## src/rtl/disp_scan.sv

```systemverilog
// Time-multiplexed scanner for an N-digit common-anode seven-segment display.
// A value is promoted into the displayed register only at frame wrap, so a frame never tears.
module disp_scan #(
    parameter  int N_DIG       = 4,
    parameter  int REFRESH_DIV = 50000,
    parameter  int GUARD       = 8,
    localparam int DW          = $clog2(N_DIG),
    localparam int PW          = $clog2(REFRESH_DIV)
) (
    input  logic               clk_i,
    input  logic               rst_i,
    input  logic               load_i,
    input  logic [4*N_DIG-1:0] value_i,
    input  logic               blank_lz_i,
    output logic [3:0]         nib_o,
    output logic [N_DIG-1:0]   an_o,
    output logic               blank_o,
    output logic [DW-1:0]      dig_idx_o,
    output logic               frame_done_o
);

    logic [PW-1:0]      presc_q, presc_d;
    logic [DW-1:0]      dig_q, dig_d;
    logic [4*N_DIG-1:0] pend_q, pend_d, active_q, active_d;
    logic               pend_v_q, pend_v_d;
    logic [3:0]         nib_q, nib_d;
    logic [N_DIG-1:0]   an_q, an_d, lz;
    logic               blank_q, blank_d, run;
    logic               tc, last, wrap;

    assign tc   = (presc_q == PW'(REFRESH_DIV - 1));
    assign last = (dig_q == DW'(N_DIG - 1));
    assign wrap = tc && last;

    always_comb begin
        presc_d  = tc ? '0 : presc_q + 1'b1;
        dig_d    = dig_q;
        pend_d   = pend_q;
        pend_v_d = pend_v_q;
        active_d = active_q;
        if (tc) dig_d = last ? '0 : dig_q + 1'b1;
        if (load_i) begin
            pend_d   = value_i;
            pend_v_d = 1'b1;
        end
        // A load landing on the wrap cycle goes straight to the display.
        if (wrap) begin
            if (load_i) begin
                active_d = value_i;
                pend_v_d = 1'b0;
            end else if (pend_v_q) begin
                active_d = pend_q;
                pend_v_d = 1'b0;
            end
        end
    end

    // lz[i]: digits i..N_DIG-1 of the next displayed value are all zero; digit 0 always shows.
    always_comb begin
        lz  = '0;
        run = 1'b1;
        for (int i = N_DIG - 1; i > 0; i--) begin
            run   = run && (active_d[4*i +: 4] == 4'h0);
            lz[i] = run;
        end
    end

    always_comb begin
        nib_d   = active_d[{dig_d, 2'b00} +: 4];
        an_d    = '1;
        blank_d = 1'b1;
        if (int'(presc_d) >= GUARD && !(blank_lz_i && lz[dig_d])) begin
            an_d[dig_d] = 1'b0;
            blank_d     = 1'b0;
        end
    end

    always_ff @(posedge clk_i) begin
        if (rst_i) begin
            presc_q  <= '0;
            dig_q    <= '0;
            pend_q   <= '0;
            pend_v_q <= 1'b0;
            active_q <= '0;
            nib_q    <= '0;
            an_q     <= '1;
            blank_q  <= 1'b1;
        end else begin
            presc_q  <= presc_d;
            dig_q    <= dig_d;
            pend_q   <= pend_d;
            pend_v_q <= pend_v_d;
            active_q <= active_d;
            nib_q    <= nib_d;
            an_q     <= an_d;
            blank_q  <= blank_d;
        end
    end

    assign nib_o        = nib_q;
    assign an_o         = an_q;
    assign blank_o      = blank_q;
    assign dig_idx_o    = dig_q;
    assign frame_done_o = wrap && !rst_i;

endmodule

```

## config.mk

```make
export PLATFORM = sky130hd
export DESIGN_NAME = disp_scan
export DESIGN_NICKNAME = d
export VERILOG_FILES = /design/src/rtl/disp_scan.sv
export SDC_FILE = /design/constraint.sdc
export NUM_CORES = 1
export LEC_CHECK = 0
export ABC_AREA = 1
export CAP_MARGIN = 25
export CORE_MARGIN = 2
export CORE_UTILIZATION = 25
export DETAILED_ROUTE_END_ITERATION = 7
export SLEW_MARGIN = 10
export SYNTH_ARGS = -nofsm -noshare
export SYNTH_HDL_FRONTEND = slang
export SYNTH_SLANG_ARGS = --single-unit
export TNS_END_PERCENT = 10
```

## constraint.sdc

```tcl
create_clock -name clk_i -period 1.7 [get_ports clk_i]
set_input_delay 0.51 -clock clk_i [delete_from_list [all_inputs] [get_ports clk_i]]
set_output_delay 0.51 -clock clk_i [all_outputs]
set_load 0.1 [all_outputs]
```

==> impl_metrics.py, run 1 <==
metrics = {
    "worst_setup_path": {
        "worst_path_largest_cell_delay_ns": 0.35,
        "cp-end-kind": "output port",
        "timing.rr.start": "presc_q[0]",
        "rrSetupSlack_ns": -0.22,
        "crit_fanout": 2,
        "crit_path_cell_trace": "ha_4, nand2_4, nor2_4, nand2_2, nor2_4, nand2_2, nor2_4, buf_12",
        "cp-start-kind": "register",
        "rr_endpoint": "an_o[3]",
        "cpMostUsedCell": "nor2_4",
        "critPathKind": "register to output port",
        "crit_slowest_cell": "dfxtp_4",
        "r2r_cells": 10,
        "required_ns": 1.19,
        "arrival_ns": 1.59,
    },
    "floorplan": {
        "die_h_um": 116.1,
        "core.rowCount": 40,
        "design.core.area_um2": 12160,
        "die_x_um": 116.1,
        "io_pins": 32,
        "dieArea_um2": 13480,
        "start_util": 0.2583,
    },
    "power_and_ir_drop": {
        "swShare": 0.2025,
        "comb_power_share": 0.060,
        "internal_power_mw": 3.061,
        "totalPowerFinal_mw": 3.838,
        "switching_power_mw": 0.7772,
        "max-vdd-ir-drop_mv": 0.4889,
        "p_clk_frac": 0.561,
        "power.density_nw_per_um2": 812.8,
        "leakage_nw": 2.086,
        "p_seq_frac": 0.379,
    },
    "grt": {
        "antenna_found_initial": 0,
        "grt_pass1_vias": 3003,
        "grt_overflow": 0,
        "top_usage_layer": "met2",
        "grt_max_degree": 53,
        "grt_pass1_wl_mm": 13.87,
        "use_met3": 0.03062,
        "grt_util_met2": 0.2109,
        "grt_usage": 0.1309,
        "grt_use_met1": 0.1727,
    },
    "route": {
        "drtIter0Drc": 80,
        "drc": 0,
        "drt_pass1_iterations": 4,
        "num_vias": 3157,
        "routed_via_density": 4.284,
        "ant_nets": 0,
        "wl_mm": 8.159,
        "wl_per_cell_um": 11.07,
    },
    "sta": {
        "fin_crit_ns": 2.097,
        "fin_skew_ns": 0.007146,
        "rsz0062_at_grt": "yes",
        "setup_viol": 12,
        "hold_viol_final": 0,
        "fmax_mhz": 477.0,
        "fin_crit_sh": 1.233,
        "fin_ws_ns": -0.3965,
        "relSlewSlack": 0.7552,
        "drv_slew": 0,
        "worst_slew_pin_slew_ns": 0.3667,
    },
    "hold_path": {
        "holdPathStages": 2,
        "hp-start": "pend_q[3]",
        "hold_class": "register to register",
        "min_to": "pend_q[3]",
    },
    "synthesis": {
        "synth_edf_count": 0,
        "synth_cell_type_count": 37,
        "syn_inst": 467,
        "async_flop_share": 0,
        "synthFlopType": "dfxtp_1",
        "syn_area_um2": 3142,
        "ys_seq_area_frac": 0.3823,
        "ys_warn_count": 0,
        "synth-seq-cells": 60,
        "syn_avg_cell_area_um2": 6.728,
        "syn_nets": 490,
    },
    "place": {
        "place.port_buffers": 31,
        "hpwl_mm": 6.304,
        "place.gp.congestion": 0.8547,
    },
    "clock_tree": {
        "path_clk_slew_ns": 0.05,
        "cts-root-buf": "clkbuf_16",
        "htree_levels": 3,
        "cts_buffers": 9,
        "hold_buffers": 0,
        "insertion_delay_ns": 0.33,
        "clock_sinks": 60,
        "cts_buffer_depth": 2,
        "tritoncts": "yes",
    },
    "cells_and_area": {
        "num-nets-final": 587,
        "fillers": 1223,
        "post-route-util": 0.3883,
        "register_area_um2": 1216,
        "n_antenna_cell": 0,
        "drive_above_1_share": 0.2988,
        "area_delta_synth_final_pct": 50.30,
        "multi_input_area_um2": 1780,
    },
    "outcome": {
        "violations": "negative setup slack",
        "status": "complete, but fails checks",
    },
    "job": {
        "drv_cap": 0,
    },
}
[worst max-delay path: cells and delay by family, from the launching register on]
kind	cells	cell delay [ns]
adder cells (fa/ha/maj)	1	0.14
buffers and inverters	1	0.19
flip-flops	1	0.35
AND/OR/NAND/NOR	6	0.59
[through the flow]
stage	setup slack [ns]	std cells	TNS (ns)	cell area, um2	hold slack (ns)
4_1_cts	-0.4388	735	-2.168	4672	0.4627
5_1_grt	-0.4700	737	-4.106	4722	0.4691
3_3_place_gp	-0.5359	716	-7.728	4253	0.4489
2_1_floorplan	-0.2586	467	-0.2586	3192	0.4340
3_5_place_dp	-0.5929	716	-8.993	4253	0.4530
6_report	-0.3965	737	-2.124	4722	0.4587
[area by class of cell]
class                           count  area share
Multi-Input combinational cell    340      0.3771
Sequential cell                    60      0.2576
Timing Repair Buffer              100      0.2022
Clock buffer                       11     0.05352
Tap cell                          168     0.04452
Inverter                           53     0.04266
Clock inverter                      5     0.02252
[cell usage in the layout, fill, tap and decap left out, types with 2 or more instances in the layout]
cell	netlist	routed
nand2_1	141	138
nor2_4	8	13
or2_2	4	4
o21ai_2	2	5
buf_4	0	68
nor2_2	11	10
o31ai_2	0	3
nand2_4	1	2
nand4_1	2	2
nand2_2	11	13
bufinv_16	0	3
clkbuf_8	0	2
mux2i_1	3	3
nand3_2	5	4
a21oi_1	21	21
nand3_1	27	27
o21ai_4	2	2
buf_12	0	13
a21boi_0	3	3
clkdlybuf4s50_1	0	17
dfxtp_1	60	54
ha_4	0	2
clkbuf_16	0	9
nor2_1	65	61
inv_2	2	5
dfxtp_4	0	3
o21ai_0	13	12
inv_1	50	47
o21ai_1	5	3
dfxtp_2	0	3
[metal layers]
layer,up-vias,part of all wire
met3,14,0.035
met1,1428,0.50
met4,0,0.015
li1,1652,-
met2,63,0.45
met5,-,0
[synthesized netlist by cell type, types with 2 or more instances]
library cell	n	area, um2
o31ai_1	3	22.52
nor2_2	11	68.82
o21ai_2	2	17.52
a21boi_0	3	22.52
nor2_1	65	244.0
nand3_2	5	50.05
buf_2	4	20.02
inv_2	2	7.510
clkbuf_1	5	18.77
inv_1	50	187.7
o21ai_4	2	32.53
mux2i_1	3	30.03
nor2_4	8	90.09
nand3_1	27	135.1
buf_1	4	15.01
nand2_2	11	68.82
a21oi_1	21	105.1
nand4_1	2	12.51
dfxtp_1	60	1201
o21ai_0	13	65.06
nand2_1	141	529.3
o21ai_1	5	25.02
or2_2	4	25.02
ha_1	3	37.54
[state kept, by name, indices dropped and copies added (netlist names)]
name / count
dig_idx_o: 2
presc_q: 16
blank_o: 1
nib_o: 4
active_q: 16
an_o: 4
pend_v_q: 1
pend_q: 16
[repair_timing]
item	CTS	global route
endpoints found under the hold margin	0	0
pin swaps	5	5
gates resized for setup	10	14
setup endpoints to repair	14	20
buffers inserted	3	2
[worst max-delay path by stage]
stage                     from           end  slack (ns)
global placement        load_i      nib_o[1]       -0.54
floorplan           presc_q[1]  frame_done_o       -0.26
global route        presc_q[7]  frame_done_o       -0.47
detailed placement      load_i       an_o[2]       -0.59
finish              presc_q[0]  frame_done_o       -0.40
CTS                 presc_q[0]  frame_done_o       -0.44
[cells by family after synthesis]
group | count (synthesis) | synth area share
flops | 60 | 0.3823
simple gates | 277 | 0.3971
buf+inv | 67 | 0.08483
fa+ha+maj | 3 | 0.01195
mux | 3 | 0.009558
compound gates | 55 | 0.1087
xor+xnor | 2 | 0.005576
[power groups by stage]
stage | registers (mW) | clock network (mW) | logic [mW]
after floorplan | 1.48 | 0 | 0.116
after global placement | 1.48 | 0 | 0.223
after detailed placement | 1.48 | 0 | 0.228
after CTS | 1.45 | 2.19 | 0.233
after global routing | 1.45 | 2.26 | 0.261
final | 1.45 | 2.15 | 0.232
No activity file was read; power rests on OpenSTA's default activity.
==> run 2: changes to the inputs <==
--- a/config.mk
+++ b/config.mk
@@ -10,6 +10,7 @@
 export CORE_MARGIN = 2
 export CORE_UTILIZATION = 25
 export DETAILED_ROUTE_END_ITERATION = 7
+export SKIP_LAST_GASP = 1
 export SLEW_MARGIN = 10
 export SYNTH_ARGS = -nofsm -noshare
 export SYNTH_HDL_FRONTEND = slang
==> run 2 against run 1 <==
Compared with the run above: the run still ends with negative setup slack left; total power rose by 0.19%; largest cell class unchanged; clock power barely moved; via count barely moved; combinational power barely moved; count of clock-buffer cells in the layout did not move.
==> impl_metrics.py, run 2 (synthesis gave the netlist of run 1 again) <==
metrics = {
    "place": {
        "placed_area_um2": 4253,
        "hpwl_mm": 6.304,
        "place.gp.congestion": 0.8547,
        "place.port_buffers": 31,
    },
    "route": {
        "wl_per_cell_um": 11.20,
        "ant_nets": 0,
        "wl_mm": 8.266,
        "routed_via_density": 4.280,
        "drc": 0,
        "num_vias": 3159,
        "drtIter0Drc": 105,
        "drt_pass1_iterations": 6,
    },
    "clock_tree": {
        "cts-root-buf": "clkbuf_16",
        "tritoncts": "yes",
        "cts_buffers": 9,
        "path_clk_slew_ns": 0.05,
        "insertion_delay_ns": 0.33,
        "cts_buffer_depth": 2,
        "clock_sinks": 60,
        "htree_levels": 3,
        "hold_buffers": 0,
    },
    "sta": {
        "fin_crit_ns": 2.081,
        "worst_slew_pin_slew_ns": 0.3291,
        "fin_skew_ns": 0.006750,
        "hold_viol_final": 0,
        "setup_viol": 10,
        "relSlewSlack": 0.7787,
        "hold_ws_ns": 0.4607,
        "fmax_mhz": 480.5,
        "rsz0062_at_grt": "yes",
        "fin_crit_sh": 1.224,
        "drv_slew": 0,
        "fin_ws_ns": -0.3812,
    },
    "cells_and_area": {
        "mostFrequentLayoutCell": "nand2_1",
        "drive_above_1_share": 0.3123,
        "final_cell_mix": "nand2_1 (134), buf_4 (69), nor2_1 (58)",
        "fin_area_um2": 4761,
        "largestRegisters": "active_q (16), pend_q (16), presc_q (16)",
        "num-nets-final": 588,
        "area_delta_synth_final_pct": 51.53,
        "n_antenna_cell": 0,
    },
    "worst_setup_path": {
        "cp-end-kind": "output port",
        "crit_fanout": 2,
        "arrival_ns": 1.57,
        "cp-start-kind": "register",
        "required_ns": 1.19,
        "critPathKind": "register to output port",
    },
    "grt": {
        "grt_max_degree": 53,
        "grt_overflow": 0,
        "grt_pass1_wl_mm": 13.88,
        "antenna_found_initial": 0,
        "grt_pass1_vias": 3006,
        "grt_usage": 0.1309,
    },
    "floorplan": {
        "start_util": 0.2583,
        "core.rowCount": 40,
        "die_h_um": 116.1,
        "design.core.area_um2": 12160,
        "die_x_um": 116.1,
        "io_pins": 32,
        "dieArea_um2": 13480,
    },
    "outcome": {
        "status": "complete, but fails checks",
        "violations": "negative setup slack",
    },
    "job": {
        "drv_cap": 0,
    },
    "power_and_ir_drop": {
        "leakage_nw": 2.094,
        "max-vdd-ir-drop_mv": 0.4899,
        "power.density_nw_per_um2": 807.6,
    },
    "hold_path": {
        "hold_class": "register to register",
    },
}
[run 2: path summary, 6_finish.rpt]
path | to | cells after the start | slack [ns] | start
worst max-delay path | frame_done_o | 8 | -0.38 | presc_q[0]
worst min-delay path | pend_q[3] | 2 | 0.46 | pend_q[3]
worst max register to register | nib_o[2] | 15 | -0.16 | presc_q[0]
worst min register to register | pend_q[3] | 2 | 0.46 | pend_q[3]
[run 2: where the power goes]
part,switching (mW),internal [mW]
registers,0.0197,1.43
clock network,0.644,1.51
logic,0.119,0.113
total,0.783,3.06
[run 2: cell type report]
cell class | count | area [um2]
Timing Repair Buffer | 101 | 965.9
Clock buffer | 11 | 252.7
Fill cell | 1224 | 7401
Inverter | 53 | 201.4
Tap cell | 168 | 210.2
Multi-Input combinational cell | 340 | 1804
Sequential cell | 60 | 1220
Clock inverter | 5 | 106.4
[run 2: metal layers]
metal / share of wire / GRT usage / vias to the layer above
li1: - / - / 1655
met5: 0 / 0 / -
met1: 0.50 / 0.1727 / 1438
met2: 0.45 / 0.2109 / 48
met3: 0.034 / 0.03062 / 18
met4: 0.018 / 0.04524 / 0
[run 2: what timing repair did]
| action | CTS | global route |
|---|---|---|
| endpoints found under the setup margin | 14 | 21 |
| resized for setup | 3 | 31 |
| cloned | 0 | 0 |
| buffers inserted | 3 | 3 |
| endpoints found under the hold margin | 0 | 0 |
| pin swaps | 4 | 12 |
[run 2: per-stage QoR]
step,util,TNS (ns),cells,power (mW),setup WS [ns]
after floorplan,-,-0.2586,467,1.596,-0.2586
after global routing,0.3915,-3.073,738,3.980,-0.4700
after detailed placement,0.3497,-8.993,716,1.710,-0.5929
after global placement,0.3497,-7.728,716,1.704,-0.5359
final,0.3915,-1.416,738,3.845,-0.3812
after CTS,0.3821,-2.678,735,3.875,-0.4388
[run 2: worst max-delay path: stages (launching register included)]
cell,delay [ns]
dfxtp_4,0.35
ha_4,0.14
nand2_4,0.06
nor2_4,0.11
nand2_2,0.08
nor2_4,0.10
nand2_2,0.08
nor2_4,0.15
buf_12,0.18
==> run 3: changes to the inputs <==
--- a/config.mk
+++ b/config.mk
@@ -6,10 +6,12 @@
 export NUM_CORES = 1
 export LEC_CHECK = 0
 export ABC_AREA = 1
+export ABC_CLOCK_PERIOD_IN_PS = 1700
 export CAP_MARGIN = 25
 export CORE_MARGIN = 2
 export CORE_UTILIZATION = 25
 export DETAILED_ROUTE_END_ITERATION = 7
+export GPL_ROUTABILITY_DRIVEN = 0
 export SKIP_LAST_GASP = 1
 export SLEW_MARGIN = 10
 export SYNTH_ARGS = -nofsm -noshare
==> results of run 3 <==
No change in the layout: final DEF, timing and power equal those of run 2.
